===== config.mk =====
export PLATFORM = sky130hd
export DESIGN_NAME = seq_divider
export DESIGN_NICKNAME = d
export VERILOG_FILES = /design/src/rtl/seq_divider.sv
export SDC_FILE = /design/constraint.sdc
export NUM_CORES = 1
export LEC_CHECK = 0
export BUFFER_PORTS_ARGS = -buffer_cell sky130_fd_sc_hd__buf_4
export CAP_MARGIN = 20
export CORE_ASPECT_RATIO = 0.75
export CORE_UTILIZATION = 35
export CTS_BUF_LIST = sky130_fd_sc_hd__clkbuf_4 sky130_fd_sc_hd__clkbuf_8 sky130_fd_sc_hd__clkbuf_16
export DETAILED_ROUTE_END_ITERATION = 12
export GPL_TIMING_DRIVEN = 0
export PLACE_DENSITY = 0.58
export SYNTH_ARGS = -nofsm -noshare
export SYNTH_HDL_FRONTEND = slang
export SYNTH_SLANG_ARGS = --single-unit
export TNS_END_PERCENT = 30

===== constraint.sdc =====
create_clock -name clk -period 8.8 [get_ports clk]
set_input_delay 0.88 -clock clk [delete_from_list [all_inputs] [get_ports clk]]
set_output_delay 0.88 -clock clk [all_outputs]
set_load 0.03 [all_outputs]

===== src/rtl/seq_divider.sv =====
// Multi-cycle radix-2 restoring divider with start/busy/done handshake,
// optional signed mode, leading-one aligned iteration count, div-by-zero and MIN/-1 handling.
module seq_divider #(
  parameter int WIDTH     = 32,
  parameter bit SIGNED_EN = 1'b1
) (
  input  logic             clk,
  input  logic             rst_n,
  input  logic             start,
  input  logic             is_signed,
  input  logic [WIDTH-1:0] dividend,
  input  logic [WIDTH-1:0] divisor,
  output logic             busy,
  output logic             done,
  output logic [WIDTH-1:0] quotient,
  output logic [WIDTH-1:0] remainder,
  output logic             div_by_zero,
  output logic             overflow
);

  localparam int CW = $clog2(WIDTH + 1);
  localparam logic [WIDTH-1:0] MIN_VAL = {1'b1, {(WIDTH-1){1'b0}}};

  typedef enum logic [2:0] {IDLE, NORM, ITER, FIXUP, DONE} state_t;
  typedef enum logic [1:0] {PATH_NORMAL, PATH_DBZ, PATH_OVF} path_t;

  state_t           r_state;
  state_t           w_state_nxt;
  path_t            r_path;

  logic [WIDTH-1:0] r_dvd;
  logic [WIDTH-1:0] r_dvs;
  logic             r_signed;
  logic [WIDTH-1:0] r_rem;
  logic [WIDTH-1:0] r_sdiv;
  logic [WIDTH-1:0] r_q;
  logic [CW-1:0]    r_cnt;
  logic             r_sign_q;
  logic             r_sign_r;

  logic             w_neg_dvd;
  logic             w_neg_dvs;
  logic [WIDTH-1:0] w_mag_dvd;
  logic [WIDTH-1:0] w_mag_dvs;
  logic [CW-1:0]    w_pd;
  logic [CW-1:0]    w_ps;
  logic [CW-1:0]    w_shamt;
  logic             w_dvs_zero;
  logic             w_ovf_case;
  logic             w_small;
  logic             w_ge;

  function automatic logic [CW-1:0] f_lead_one(input logic [WIDTH-1:0] v);
    logic [CW-1:0] pos;
    pos = '0;
    for (int unsigned i = 0; i < WIDTH; i++) begin
      if (v[i]) pos = CW'(i);
    end
    return pos;
  endfunction

  // Magnitudes of MIN stay representable as unsigned WIDTH-bit values.
  always_comb begin
    w_neg_dvd  = r_signed & r_dvd[WIDTH-1];
    w_neg_dvs  = r_signed & r_dvs[WIDTH-1];
    w_mag_dvd  = w_neg_dvd ? -r_dvd : r_dvd;
    w_mag_dvs  = w_neg_dvs ? -r_dvs : r_dvs;
    w_pd       = f_lead_one(w_mag_dvd);
    w_ps       = f_lead_one(w_mag_dvs);
    w_shamt    = w_pd - w_ps;
    w_dvs_zero = (r_dvs == '0);
    w_ovf_case = r_signed && (r_dvd == MIN_VAL) && (r_dvs == '1);
    w_small    = (w_mag_dvd < w_mag_dvs);
    w_ge       = (r_rem >= r_sdiv);
  end

  always_ff @(posedge clk or negedge rst_n) begin
    if (!rst_n) r_state <= IDLE;
    else        r_state <= w_state_nxt;
  end

  always_comb begin
    w_state_nxt = r_state;
    busy        = 1'b0;
    done        = 1'b0;
    unique case (r_state)
      IDLE: begin
        if (start) w_state_nxt = NORM;
      end
      NORM: begin
        busy = 1'b1;
        if (w_dvs_zero || w_ovf_case || w_small) w_state_nxt = FIXUP;
        else                                     w_state_nxt = ITER;
      end
      ITER: begin
        busy = 1'b1;
        if (r_cnt == CW'(1)) w_state_nxt = FIXUP;
      end
      FIXUP: begin
        busy        = 1'b1;
        w_state_nxt = DONE;
      end
      DONE: begin
        done        = 1'b1;
        w_state_nxt = IDLE;
      end
      default: w_state_nxt = IDLE;
    endcase
  end

  always_ff @(posedge clk or negedge rst_n) begin
    if (!rst_n) begin
      r_dvd    <= '0;
      r_dvs    <= '0;
      r_signed <= 1'b0;
      r_rem    <= '0;
      r_sdiv   <= '0;
      r_q      <= '0;
      r_cnt    <= '0;
      r_sign_q <= 1'b0;
      r_sign_r <= 1'b0;
      r_path   <= PATH_NORMAL;
    end else begin
      unique case (r_state)
        IDLE: begin
          if (start) begin
            r_dvd    <= dividend;
            r_dvs    <= divisor;
            r_signed <= is_signed & SIGNED_EN;
          end
        end
        NORM: begin
          r_sign_q <= w_neg_dvd ^ w_neg_dvs;
          r_sign_r <= w_neg_dvd;
          r_q      <= '0;
          r_rem    <= w_mag_dvd;
          r_sdiv   <= w_mag_dvs << w_shamt;
          r_cnt    <= w_shamt + CW'(1);
          if (w_dvs_zero)      r_path <= PATH_DBZ;
          else if (w_ovf_case) r_path <= PATH_OVF;
          else                 r_path <= PATH_NORMAL;
        end
        ITER: begin
          if (w_ge) r_rem <= r_rem - r_sdiv;
          r_q    <= {r_q[WIDTH-2:0], w_ge};
          r_sdiv <= r_sdiv >> 1;
          r_cnt  <= r_cnt - CW'(1);
        end
        default: ;
      endcase
    end
  end

  // Result registers only move on the FIXUP edge, so they hold while busy.
  always_ff @(posedge clk or negedge rst_n) begin
    if (!rst_n) begin
      quotient    <= '0;
      remainder   <= '0;
      div_by_zero <= 1'b0;
      overflow    <= 1'b0;
    end else if (r_state == FIXUP) begin
      unique case (r_path)
        PATH_DBZ: begin
          quotient    <= '1;
          remainder   <= r_dvd;
          div_by_zero <= 1'b1;
          overflow    <= 1'b0;
        end
        PATH_OVF: begin
          quotient    <= r_dvd;
          remainder   <= '0;
          div_by_zero <= 1'b0;
          overflow    <= 1'b1;
        end
        default: begin
          quotient    <= r_sign_q ? -r_q : r_q;
          remainder   <= r_sign_r ? -r_rem : r_rem;
          div_by_zero <= 1'b0;
          overflow    <= 1'b0;
        end
      endcase
    end
  end

endmodule


Yosys cells after proc, flatten, opt, wreduce, memory -nomap -nowiden. Index checks and enable logic that the tools add are counted.

Word-level logic and storage cells: 135. Flip-flop bits (word level): 240. Input bits: 68.

Shift operators: 1. Bitwise gates (word level): 3. $lt $le $gt $ge: 2. Add/subtract/negate cells: 8. Eq/ne operators: 12. Muxes and demuxes: 83. Reduce and logical (&&, ||, !) cells: 11.

Operator list (count): 6-bit 2-to-1 mux (55); 32-bit case mux with 2 select lines (5); 32-bit 2-to-1 mux (5); 32-bit negator (4); 32-bit equality test (second input constant) (2); 32-bit greater-or-equal comparator (1); 32-bit zero test (1); 32-bit < comparator (1); 32-bit by 6-bit left shift with 32-bit output (1); 32-bit subtractor (1); 3-bit 2-to-1 mux (5); 3-bit case mux with 4 select lines (1); 6-bit case mux with 2 select lines (1); 2-bit 2-to-1 mux (4); 1-bit 2-to-1 mux (7); 6-bit by 1-bit adder with 6-bit output (second input constant) (1); 3-bit by 2-bit equality test with 1-bit output (second input constant) (2); 6-bit by 1-bit equality test with 1-bit output (second input constant) (1); 2-bit inequality test (second input constant) (3); 2-bit AND reduction (3); 6-bit by 1-bit subtractor with 6-bit output (second input constant) (1); 6-bit subtractor (1); 3-bit by 1-bit equality test with 1-bit output (second input constant) (1); 3-bit equality test (second input constant) (1); 9 further kinds (12).

Longest topological paths before layout.
Word-level depth: 36. Depth in mapped cells: 23. Gate-level depth less buffers: 23.

Worst setup path before layout. Ideal clock, no wire load.

Kind: register to register. From: register r_dvd[12]. To: register r_sdiv[30]. Cell stages (with the launch flop): 22. Arrival time: 5.578 ns. Required time: 8.674 ns. Buffers on the path: 3. Setup time: 0.126 ns. Setup slack: 3.096 ns. Path through: dfrtp_1 -> buf_2 -> or4_1 -> nor4_2 -> nand3_1 -> o41ai_1 -> xor2_1 -> inv_2 -> or4_1 -> o311ai_1 -> o21ai_1 -> ha_1 -> fa_1 -> inv_1 -> clkbuf_1 -> buf_1 -> mux4_2 -> nor2_1 -> nor2_1 -> a21oi_1 -> o21ai_0 -> a221o_1.

Cells in the longest elaborated chain, start to end: 25.

RTL lines: start: declaration (line 31) `logic [WIDTH-1:0] r_dvd;`; start signal: assignment (line 127) `r_dvd <= dividend;`; 32-bit negator (line 66) `w_mag_dvd = w_neg_dvd ? -r_dvd : r_dvd;`; 32-bit 2-to-1 mux (*) (line 66); 6-bit 2-to-1 mux (19 in a row) (line 57) `if (v[i]) pos = CW'(i);`; 6-bit 2-to-1 mux (*) (line 57); 6-bit subtractor (*) (line 70) `w_shamt = w_pd - w_ps;`; 32-bit by 6-bit left shift with 32-bit output (*) (line 137) `r_sdiv <= w_mag_dvs << w_shamt;`; 32-bit case mux with 2 select lines (*) (line 124) `unique case (r_state)`; end signal: assignment (line 137); end signal: assignment (line 146) `r_sdiv <= r_sdiv >> 1;`; end: declaration (line 35) `logic [WIDTH-1:0] r_sdiv;`.

Mark *: on every way between the ends. The rest lies on a longest branch, timed or not. A chain may end at the register's enable or synchronous reset.

Final worst setup path.
From: register r_dvs[0]. To: register r_sdiv[26].

Cells in the longest elaborated chain, start to end: 36.

RTL lines: start: declaration (line 32) `logic [WIDTH-1:0] r_dvs;`; start signal: assignment (line 128) `r_dvs <= divisor;`; 32-bit negator (line 67) `w_mag_dvs = w_neg_dvs ? -r_dvs : r_dvs;`; 32-bit 2-to-1 mux (*) (line 67); 1-bit 2-to-1 mux (line 57); 6-bit 2-to-1 mux (30 in a row) (line 57); 6-bit subtractor (line 70); 32-bit by 6-bit left shift with 32-bit output (*) (line 137); 32-bit case mux with 2 select lines (*) (line 124).

Marked as above.

==> metrics.cfg <==
[grt]
grt_pass1_wl_um = 104100
grt_max_degree = 110
antenna_found_initial = 2
track_usage = 0.2698
overflow = 0
grt_pass1_vias = 16040

[worst_setup_path]
ff2ff_path_depth = 21
cp.arrival_ps = 8470
worstReg2RegStart = r_dvs[0]
reg2reg_to = r_sdiv[26]
crit_path_start = r_dvs[0]
required_ps = 9210
critPathKind = reg -> reg
worstSetupEndpoint = r_sdiv[26]
ff2ff_setup_slack_ps = 740
endpoint_kind = flip-flop
path_max_fanout = 10
start_kind = flip-flop

[timing]
tns_ps = 0
hold_viol = 0
fin_ws_ps = 744.5
setup_violations = 0
min_period_over_period = 0.9154
fin_skew_ps = 36.42
max_freq_ghz = 0.1241
timing.slew.headroom = 0.2978
tightest_slew_ps = 1051
rsz0062_at_grt = false
slew_viol_final = 0
fin_crit_ps = 8056

[synth]
ys_types = 83
ys_ff_latch = 240
avgSynthCellArea_um2 = 8.673
synth_nets = 2174
ys_warn_count = 0
synth_cells = 2027
async_reset_ff_frac = 1.000
netlist_area_um2 = 17580
synth-edff-count = 0
synth_seq_area_share = 0.3416
ys.flop_type = dfrtp_1

[finish]
final_core_util = 0.4143
final_nets = 2342
drive_gt1_frac = 0.1405
layout.cells.non_filler = 2862
area_growth_pct = 15.80
fillCellCount = 4945

[clock_network]
cts_resized = 0
numClockSinks = 240
htree_levels = 1
numCtsBuffers = 27
clkLatencyLatePin_ps = 580
post_cts_buffers = 0
root_buffer = clkbuf_16
cts_tree = yes
cts_hold_buf = 0
clk_pin_slew_ps = 60
clk_path_buf_depth = 3

[die]
start_util = 0.3578
ios = 136
core-area_um2 = 49130
num_rows = 70
die_w_um = 260.8
die_y_um = 196.1
dieArea_um2 = 51140

[route]
wl_um = 69770
drt-wirelength-per-cell_um = 24.38
avgViaCountPerCell = 5.966
drt_iter0_drc = 1908
ant_nets = 0
vias = 17080
drt_first_pass_iters = 11
drc_errors = 2

[placement]
place_inst = 2814
place_worst_setup_slack_ps = 1065
gp_congestion = 0.9599
port-buffer-count = 135
dp_hpwl_um = 55600

[status]
outcome = complete, but fails checks
violations = DRC

[run]
drv_cap = 0

[worst_hold_path]
hold_path.class = in -> async

==> cell usage in the layout, fill, tap and decap left out, types with 77 or more instances in the layout <==
| cell type | Yosys | routed |
|---|---|---|
| nand2_1 | 159 | 159 |
| inv_1 | 105 | 105 |
| a21oi_1 | 108 | 108 |
| buf_4 | 0 | 135 |
| clkbuf_1 | 108 | 108 |
| ha_1 | 77 | 77 |
| o21ai_0 | 129 | 129 |
| nor2_1 | 228 | 228 |
| dfrtp_1 | 240 | 240 |
| xnor2_1 | 112 | 112 |
==> through the flow <==
step	hold WS, ps	cell area, um^2
finish	208.2	20360
global route	225.8	20350
CTS	205.6	20350
detailed placement	481.1	19500
global placement	470.3	19400
floorplan	477.0	17580
==> critical path, cell delays in order, from the launching register on <==
cell	delay, ps
dfrtp_1	540
inv_1	140
ha_1	220
nor3b_1	870
nand3_1	320
o31ai_1	320
xor2_1	760
inv_1	140
o21ai_0	220
nand2_1	80
a32oi_1	370
ha_1	260
fa_1	540
inv_1	140
clkbuf_1	560
buf_1	590
nor3_1	100
a21oi_1	540
mux2i_1	220
a22oi_1	530
o221a_2	300
o211ai_1	100
==> cell type report <==
type | count | area [um^2] | share of cell area
Antenna cell | 1 | 2.502 | 0.0001229
Buffer | 124 | 474.2 | 0.02329
Clock buffer | 36 | 762.0 | 0.03743
Clock inverter | 11 | 96.34 | 0.004733
Inverter | 109 | 409.1 | 0.02010
Multi-Input combinational cell | 1554 | 10700 | 0.5257
Sequential cell | 240 | 6006 | 0.2950
Tap cell | 648 | 810.8 | 0.03983
Timing Repair Buffer | 139 | 1095 | 0.05378
==> synth_stat cells (all sizes together), types with 19 or more instances <==
cell type    n  area share
dfrtp      240        0.34
xnor2      112       0.056
a21oi      108       0.031
xor2        39       0.020
o21ai      132       0.038
a221oi      62       0.031
nand2b      23      0.0090
inv        108       0.023
nor2       228       0.049
ha          77       0.055
a22o        29       0.014
a21o        29       0.012
a31oi       37       0.013
nand4       23      0.0082
o211ai      19      0.0081
mux2        74       0.047
nor3        34      0.0097
a211oi      22      0.0094
nand3       29      0.0083
o31ai       33       0.015
nand2      159       0.034
clkbuf     108       0.023
a22oi       27       0.012
mux2i       35       0.020
==> metal layers <==
layer | up-vias | part of all wire | GRT usage | routed length (um)
li1 | 7785 | - | - | -
met1 | 8490 | 0.48 | 0.4255 | 33700
met2 | 738 | 0.40 | 0.3726 | 27980
met3 | 62 | 0.10 | 0.05943 | 7111
met4 | 0 | 0.014 | 0.04137 | 979
met5 | - | 0 | 0 | 0
==> flip-flops by register name (all words and copies together), names as in the netlist, 3 cells and up <==
name,cells
r_dvd,32
r_q,32
r_state,3
r_rem,32
quotient,32
r_cnt,6
r_dvs,32
remainder,32
r_sdiv,32
==> how the worst min path moves through the flow <==
stage / from / end / slack (ps) / depth (start not counted)
floorplan: r_sdiv[0] / r_sdiv[0] / 480 / 2
global placement: overflow / overflow / 470 / 2
detailed placement: overflow / overflow / 480 / 2
CTS: rst_n / remainder[7] / 210 / 1
global route: rst_n / remainder[8] / 230 / 1
finish: rst_n / remainder[8] / 210 / 1
==> kinds of logic after synthesis <==
| kind of cell | synth area share |
|---|---|
| AOI/OAI and AO/OA | 0.2326 |
| xor gates and xnor gates | 0.07566 |
| DFF | 0.3416 |
| buffers and inverters | 0.05025 |
| adders and majority gates | 0.05765 |
| and+or+nand+nor | 0.1659 |
| muxes | 0.07630 |
Power is not shown: default switching activity piles up to over one toggle a cycle in this logic, so the estimate is an artifact.
